**config.mk**
```make
export PLATFORM = sky130hd
export DESIGN_NAME = alarm_controller_flat
export DESIGN_NICKNAME = d
export VERILOG_FILES = /design/src/rtl/alarm_controller_pkg.sv /design/src/rtl/alarm_controller_if.sv /design/src/rtl/alarm_controller_timer.sv /design/src/rtl/alarm_controller.sv /design/src/flat_wrapper.sv
export SDC_FILE = /design/constraint.sdc
export NUM_CORES = 1
export LEC_CHECK = 0
export ABC_AREA = 0
export CAP_MARGIN = 40
export CORE_MARGIN = 1.5
export CORE_UTILIZATION = 40
export DETAILED_ROUTE_END_ITERATION = 10
export PLACE_DENSITY_LB_ADDON = 0.25
export SYNTH_ARGS = -nofsm -noshare
export SYNTH_HDL_FRONTEND = slang
export SYNTH_SLANG_ARGS = --single-unit
export TNS_END_PERCENT = 10
```
**constraint.sdc**
```tcl
create_clock -name clk -period 2.3 [get_ports clk]
set_input_delay 0.69 -clock clk [delete_from_list [all_inputs] [get_ports clk]]
set_output_delay 0.69 -clock clk [all_outputs]
set_load 0.01 [all_outputs]
```
**src/rtl/alarm_controller_pkg.sv**
```systemverilog
// Shared definitions for the lights-on alarm controller.
//   state_t      : FSM state encoding (IDLE/WARN/ALARM/MUTED)
//   max_int      : elaboration-time helper for sizing the timer
//   cond_qual    : alarm-condition qualifier (lights on, a door open, ignition off)
package alarm_controller_pkg;

    typedef enum logic [1:0] {
        ST_IDLE  = 2'd0,
        ST_WARN  = 2'd1,
        ST_ALARM = 2'd2,
        ST_MUTED = 2'd3
    } state_t;

    function automatic int max_int(input int a, input int b);
        return (a > b) ? a : b;
    endfunction

    // Ignition on, every door closed or lights off all count as "no condition".
    function automatic logic cond_qual(input logic luz, input logic any_door, input logic ign);
        return luz & any_door & ~ign;
    endfunction

endpackage

```
**src/rtl/alarm_controller_if.sv**
```systemverilog
// Body-sensor / annunciator bundle for alarm_controller.
//   sLuz, sPrta, sIgn, sAck : sensor and driver inputs, synchronous to clk
//   sWarn, sAlr, sMuted     : chime / alarm / muted indicators (registered)
//   alarm_cnt               : saturating count of ALARM entries
//   dbg_state               : current FSM state, for observation only
// The bundle carries level signals only; there is no valid/ready handshake.
// Every input is sampled on each rising clk edge and every output is a
// registered Moore decode that changes one cycle after the sampling edge.
interface alarm_controller_if #(
    parameter int N_DOORS = 2,
    parameter int CNT_W   = 4
);
    import alarm_controller_pkg::*;

    logic               sLuz;
    logic [N_DOORS-1:0] sPrta;
    logic               sIgn;
    logic               sAck;
    logic               sWarn;
    logic               sAlr;
    logic               sMuted;
    logic [CNT_W-1:0]   alarm_cnt;
    state_t             dbg_state;

    // Sensor side: drives the inputs, observes the annunciators.
    modport master (
        output sLuz, sPrta, sIgn, sAck,
        input  sWarn, sAlr, sMuted, alarm_cnt, dbg_state
    );

    // Controller side.
    modport slave (
        input  sLuz, sPrta, sIgn, sAck,
        output sWarn, sAlr, sMuted, alarm_cnt, dbg_state
    );

endinterface

```
**src/rtl/alarm_controller_timer.sv**
```systemverilog
// Loadable down-counter used to time the WARN and ALARM phases.
//   clk, reset   : clock and synchronous active-high reset
//   load_i       : load load_val_i (takes priority over dec_i)
//   load_val_i   : value to load
//   dec_i        : decrement by one; ignored once the count is zero
//   zero_o       : count is zero
module alarm_controller_timer #(
    parameter int TMR_W = 4
) (
    input  logic             clk,
    input  logic             reset,
    input  logic             load_i,
    input  logic [TMR_W-1:0] load_val_i,
    input  logic             dec_i,
    output logic             zero_o
);

    logic [TMR_W-1:0] cnt_q;
    logic [TMR_W-1:0] cnt_d;

    always_comb begin
        cnt_d = cnt_q;
        if (load_i) begin
            cnt_d = load_val_i;
        end else if (dec_i && (cnt_q != '0)) begin
            // Never wrap below zero.
            cnt_d = cnt_q - 1'b1;
        end
    end

    always_ff @(posedge clk) begin
        if (reset) begin
            cnt_q <= '0;
        end else begin
            cnt_q <= cnt_d;
        end
    end

    assign zero_o = (cnt_q == '0);

endmodule

```
**src/rtl/alarm_controller.sv**
```systemverilog
// Lights-on alarm controller.
// Qualifies "lights on, any door open, ignition off", chimes for WARN_CYCLES,
// then sounds the alarm for ALARM_CYCLES before muting itself. The driver can
// mute early with sAck. A saturating counter records every ALARM entry.
//   clk    : clock, rising edge
//   reset  : synchronous, active-high; returns to IDLE and clears the counter
//   bus    : alarm_controller_if slave (sensors in, annunciators out)
module alarm_controller
    import alarm_controller_pkg::*;
#(
    parameter int N_DOORS      = 2,
    parameter int WARN_CYCLES  = 4,
    parameter int ALARM_CYCLES = 8,
    parameter int CNT_W        = 4
) (
    input  logic                      clk,
    input  logic                      reset,
    alarm_controller_if.slave         bus
);

    localparam int TMR_W = $clog2(max_int(WARN_CYCLES, ALARM_CYCLES)) + 1;
    localparam logic [TMR_W-1:0] WARN_LOAD  = TMR_W'(WARN_CYCLES - 1);
    localparam logic [TMR_W-1:0] ALARM_LOAD = TMR_W'(ALARM_CYCLES - 1);
    localparam logic [CNT_W-1:0] CNT_MAX    = {CNT_W{1'b1}};

    state_t           state_q;
    state_t           state_d;
    logic             warn_q;
    logic             alr_q;
    logic             muted_q;
    logic [CNT_W-1:0] cnt_q;

    logic             cond;
    logic             tmr_load;
    logic [TMR_W-1:0] tmr_load_val;
    logic             tmr_dec;
    logic             tmr_zero;
    logic             cnt_inc;

    assign cond = cond_qual(bus.sLuz, |bus.sPrta, bus.sIgn);

    alarm_controller_timer #(
        .TMR_W (TMR_W)
    ) u_timer (
        .clk        (clk),
        .reset      (reset),
        .load_i     (tmr_load),
        .load_val_i (tmr_load_val),
        .dec_i      (tmr_dec),
        .zero_o     (tmr_zero)
    );

    // Next-state and timer control. In WARN and ALARM a dropped condition wins
    // over sAck, which wins over the timeout.
    always_comb begin
        state_d      = state_q;
        tmr_load     = 1'b0;
        tmr_load_val = '0;
        tmr_dec      = 1'b0;
        cnt_inc      = 1'b0;
        case (state_q)
            ST_IDLE: begin
                if (cond) begin
                    state_d      = ST_WARN;
                    tmr_load     = 1'b1;
                    tmr_load_val = WARN_LOAD;
                end
            end
            ST_WARN: begin
                if (!cond) begin
                    state_d = ST_IDLE;
                end else if (bus.sAck) begin
                    state_d = ST_MUTED;
                end else if (tmr_zero) begin
                    state_d      = ST_ALARM;
                    tmr_load     = 1'b1;
                    tmr_load_val = ALARM_LOAD;
                    cnt_inc      = 1'b1;
                end else begin
                    tmr_dec = 1'b1;
                end
            end
            ST_ALARM: begin
                if (!cond) begin
                    state_d = ST_IDLE;
                end else if (bus.sAck || tmr_zero) begin
                    state_d = ST_MUTED;
                end else begin
                    tmr_dec = 1'b1;
                end
            end
            ST_MUTED: begin
                // sAck is ignored here; only a cleared condition re-arms.
                if (!cond) begin
                    state_d = ST_IDLE;
                end
            end
            default: state_d = ST_IDLE;
        endcase
    end

    // State, registered output decode and event counter.
    always_ff @(posedge clk) begin
        if (reset) begin
            state_q <= ST_IDLE;
            warn_q  <= 1'b0;
            alr_q   <= 1'b0;
            muted_q <= 1'b0;
            cnt_q   <= '0;
        end else begin
            state_q <= state_d;
            warn_q  <= (state_d == ST_WARN);
            alr_q   <= (state_d == ST_ALARM);
            muted_q <= (state_d == ST_MUTED);
            if (cnt_inc && (cnt_q != CNT_MAX)) begin
                cnt_q <= cnt_q + 1'b1;
            end
        end
    end

    assign bus.sWarn     = warn_q;
    assign bus.sAlr      = alr_q;
    assign bus.sMuted    = muted_q;
    assign bus.alarm_cnt = cnt_q;
    assign bus.dbg_state = state_q;

endmodule
```
**src/flat_wrapper.sv**
```systemverilog
// flat-port wrapper written by rule: the top's interface ports become plain ports
module alarm_controller_flat import alarm_controller_pkg::*;
#(
    parameter int N_DOORS      = 2,
    parameter int WARN_CYCLES  = 4,
    parameter int ALARM_CYCLES = 8,
    parameter int CNT_W        = 4
)
  (clk, reset, bus_sLuz, bus_sPrta, bus_sIgn, bus_sAck, bus_sWarn, bus_sAlr, bus_sMuted, bus_alarm_cnt, bus_dbg_state);
  alarm_controller_if #(.N_DOORS(N_DOORS), .CNT_W(CNT_W)) bus_i ();
  input  logic clk;
  input  logic reset;
  input wire logic [$bits(bus_i.sLuz)-1:0] bus_sLuz;
  input wire logic [$bits(bus_i.sPrta)-1:0] bus_sPrta;
  input wire logic [$bits(bus_i.sIgn)-1:0] bus_sIgn;
  input wire logic [$bits(bus_i.sAck)-1:0] bus_sAck;
  output wire logic [$bits(bus_i.sWarn)-1:0] bus_sWarn;
  output wire logic [$bits(bus_i.sAlr)-1:0] bus_sAlr;
  output wire logic [$bits(bus_i.sMuted)-1:0] bus_sMuted;
  output wire logic [$bits(bus_i.alarm_cnt)-1:0] bus_alarm_cnt;
  output wire logic [$bits(bus_i.dbg_state)-1:0] bus_dbg_state;
  assign bus_i.sLuz = bus_sLuz;
  assign bus_i.sPrta = bus_sPrta;
  assign bus_i.sIgn = bus_sIgn;
  assign bus_i.sAck = bus_sAck;
  assign bus_sWarn = bus_i.sWarn;
  assign bus_sAlr = bus_i.sAlr;
  assign bus_sMuted = bus_i.sMuted;
  assign bus_alarm_cnt = bus_i.alarm_cnt;
  assign bus_dbg_state = bus_i.dbg_state;
  alarm_controller #(.N_DOORS(N_DOORS), .WARN_CYCLES(WARN_CYCLES), .ALARM_CYCLES(ALARM_CYCLES), .CNT_W(CNT_W)) u_core (.clk(clk), .reset(reset), .bus(bus_i));
endmodule
```
After elaboration in Yosys (flattened, before gate mapping)
Cells that the tools add are included.

storage, ports and cells
  register bits after elaboration = 13
  input port bits = 7
  output and inout port bits = 9
  word-level logic and storage cells = 53

cells by class
  $add $sub $neg = 2
  equality and inequality tests = 7
  mux-type cells = 27
  bitwise operators = 3
  reductions and logical operators = 8

operators by type and width
  kind                 number
  $mux 2               8
  $mux 4               4
  $mux 1               10
  $eq 2x2->1 const B   4
  $pmux 2 s4           1
  $pmux 4 s2           1
  $add 4x1->4 const B  1
  $eq 2x1->1 const B   2
  $logic_not 4->1      1
  $ne 4x4->1 const B   1
  $pmux 1 s2           2
  $reduce_bool 4->1    1
  $sub 4x1->4 const B  1
  $mux 3               1
  $and 1x1->1          2
  $logic_and 1x1->1    2
  $logic_not 2->1      1
  $reduce_bool 2->1    1
  $reduce_or 2->1      1
  $logic_or 1x1->1     1
  $not 1->1            1

Longest topological paths before layout
  depth in word-level cells = 8
  mapped depth = 7
  mapped depth without buffers = 6

Cells and area by module
From an unflattened synthesis, not the netlist that was laid out.

second synthesis, totals
  cell total of the unflattened synthesis = 90
  area, all modules = 807.0 µm²

by module, submodules not included
  module                  instances  cells each  area each (µm²)  seq. area each (µm²)
  alarm_controller        1          61          544.3            180.2
  alarm_controller_timer  1          29          262.8            80.1

Worst setup path before layout
OpenSTA, ideal clock, no wires.

  kind = input port to flip-flop
  start point = in bus_sAck
  end point = reg u_core.cnt_q[0] (netlist: u_core.bus.alarm_cnt[0])
  setup time = 0.121 ns
  arrival time = 1.671 ns
  required time = 2.179 ns
  slack = 0.508 ns
  stages = 4
  buffers on the path = 0
  cells stage by stage = nor4b_4 -> nand2_2 -> a211oi_2 -> mux2_2

on the way
  cells in the longest elaborated chain, start to end = 4

RTL lines
  what                  RTL line                 text
  start, declared       flat_wrapper.sv:16       input wire logic [$bits(bus_i.sAck)-1:0] bus_sAck;
  $mux 1                alarm_controller.sv:72   end else if (bus.sAck) begin
  $mux 1                alarm_controller.sv:70   if (!cond) begin
  $mux 1                alarm_controller.sv:61   case (state_q)
  $logic_and 1x1->1     alarm_controller.sv:115  if (cnt_inc && (cnt_q != CNT_MAX)) begin
  end signal, assigned  alarm_controller.sv:116  cnt_q <= cnt_q + 1'b1;
  end, declared         alarm_controller.sv:31   logic [CNT_W-1:0] cnt_q;

No other way between the ends.
A chain may end at the register's enable or synchronous reset.

Final worst setup path
Ends and elaborated chain as after synthesis.

==> metrics <==
r2r endpoint u_core.u_timer.cnt_q[2]; CTS tree built; routed wire length around 1700 um; CTS Hold Buffers Added 0; Layout area overhead 32.6%; syn avg cell area 9.09 um2; Yosys cell types 38; Setup violations, final 0; Max-cap violations 0; FF-to-FF Start u_core.bus.dbg_state[0]; CP Launch Type input pin; Cell Area, Synth 782 um2; Worst-path clk slew about 80 ps; status finished clean; DP HPWL between 1000 and 1500 um; Bufs on Longest Clock Path 2; Slew Limit Headroom 0.684; syn_nets 99; first-pass GRT wire length 2700 um; Slew Limit Fails 0; I/O pin total 16; commonest non-fill, non-tap cell in the layout clkdlybuf4s50_1; site row count 15; Finished Cell Area 1040 um2; first drt pass iteration count 4; die area 2230 um2; fmax 494 MHz; post-CTS setup buffers 0; crit share post-route 0.879; power density over cell area 465 nW/um2; DRT antenna net count 0; FF-to-FF setup slack about 450 ps; share of cells above drive strength 1 0.145; maximum VDD drop roughly 0.30 mV; worst-path fanout max 4; Synth area leaders dfxtp_1, ha_1, inv_1, a21oi_1, nor4_1; NumNets Final 124; largest net degree at the start of global routing 11; antenna cells 0; WL per Instance approximately 13 um; CP required 2470 ps; Worst Min Path Start u_core.bus.alarm_cnt[1]; Crit. End Element register; RSZ-0062 raised after global routing no; antenna violations before repair 0; crit path time final slightly above 2000 ps; Starting Density 0.439; Final Util 0.582; #FFs+latches synth 13; Synth area leader dfxtp_1; Final Hold Fails 0; Hold Crit Endpoint u_core.bus.alarm_cnt[1]; Fill cells 164; WP data arrival about 2200 ps; register area share after synthesis 0.333; Setup CP Type in -> reg; H-tree depth 1; Slew @ Worst Pin 472 ps; number of global-route vias before repair slightly above 600; root buffer cell clkbuf_4; Yosys top cell area share 0.333; Via density 5.37; Placed Area 1010 um2; Clock Skew 1.24 ps; CTS Sinks 13; Synth Instances between 80 and 90; grt total ovfl 0; TritonCTS Buffers 3; vias 725; cts repair resizes 0; 1st-iter DRT viols 10; most frequent cells in the layout clkdlybuf4s50_1, dfxtp_1, buf_4; Hold/Removal Path Class reg -> reg; Core ar. roughly 1800 um2; Die Height 47.2 um; PortBufs 15; Pleak 0.000380 uW; gpl congestion 0.818; worst-skew pair later-pin latency 280 ps; Die X 47.2 um; all-layer global routing usage 0.172; Ys Warns 0; worst hold stages 2; reg2reg path depth 6; DRC violations left 0
-- final cells by class --
class / instances / area [um2] / area share
clock buffers: 4 / 26.3 / 0.0253
multi-input cells: 63 / 483 / 0.466
flip-flops and latches: 13 / 260 / 0.251
inverters: 7 / 26.3 / 0.0253
repair buffers: 23 / 210 / 0.203
well taps: 25 / 31.3 / 0.0302
-- power by group --
part / internal [uW] / switching [uW]
combinational: 49.9 / 49.5
clock: 67.4 / 77.2
sequential: 232 / 6.98
total: 349 / 134
-- worst max path at each step --
stage	slack, ps	end	start	cells after the start
3_3_place_gp	20	u_core.bus.sWarn	bus_sAck	6
2_1_floorplan	510	u_core.bus.alarm_cnt[0]	bus_sAck	4
4_1_cts	280	u_core.bus.alarm_cnt[0]	bus_sAck	5
3_5_place_dp	-20	u_core.bus.alarm_cnt[0]	bus_sAck	5
5_1_grt	210	u_core.bus.alarm_cnt[0]	bus_sAck	5
6_report	280	u_core.bus.alarm_cnt[0]	bus_sAck	5
-- cells in the mapped netlist --
cell type	number
mux2_2	1
o311ai_0	1
nor3b_1	1
buf_2	1
nand2_1	1
nand2b_1	2
ha_1	6
a211oi_1	3
mux2i_1	1
nor4b_4	1
o22ai_1	1
nor4_1	4
nor2_1	4
nand2_2	1
o21a_1	2
and2_1	2
o31ai_1	1
o41ai_1	1
a2111o_1	1
or4_1	1
nor4b_1	2
inv_1	7
nand4_1	2
a211o_1	1
a21oi_1	5
dfxtp_1	13
nand3_1	2
a211oi_2	1
a311o_1	1
a31oi_1	3
nor2b_1	3
and3b_1	1
nor3_1	1
o21ai_0	2
and4_1	1
a2111oi_0	2
a31o_2	1
clkbuf_1	2
-- state kept, by name, summed over array words and instances, names as in the netlist --
signal                cells
u_core.bus.alarm_cnt      4
u_core.bus.dbg_state      2
u_core.bus.sAlr           1
u_core.bus.sWarn          1
u_core.u_timer.cnt_q      4
u_core.bus.sMuted         1
-- through the flow --
step                instances  hold WS, ps  setup slack (ps)  setup TNS [ps]  power (uW)
floorplan                  86          519               508               0         301
global placement          131          491              24.0               0         340
detailed placement        131          516             -18.2           -18.2         342
CTS                       135          528               283               0         488
global route              135          554               206               0         509
finish                    135          523               277               0         483
-- logic make-up after synthesis --
| kind of cell | synth area share |
|---|---|
| and+or+nand+nor | 0.250 |
| AOI/OAI and AO/OA | 0.245 |
| DFF | 0.333 |
| buffers and inverters | 0.0496 |
| adders and majority gates | 0.0960 |
| muxes | 0.0272 |
-- worst max-delay path, stage by stage --
cell and delay (ps):
clkdlybuf4s50_1 470, nor4b_4 280, nand2_2 120, a211oi_2 280, mux2_2 360
-- per-layer routing --
layer / vias up / global-route usage / wire (um) / part of all wire
li1: 385 / - / - / -
met1: 322 / 0.223 / 838 / 0.50
met2: 14 / 0.260 / 771 / 0.46
met3: 4 / 0.0423 / 56 / 0.033
met4: 0 / 0.0944 / 26 / 0.015
met5: - / 0 / 0 / 0
Note: power is estimated with default switching activity, not from simulation.
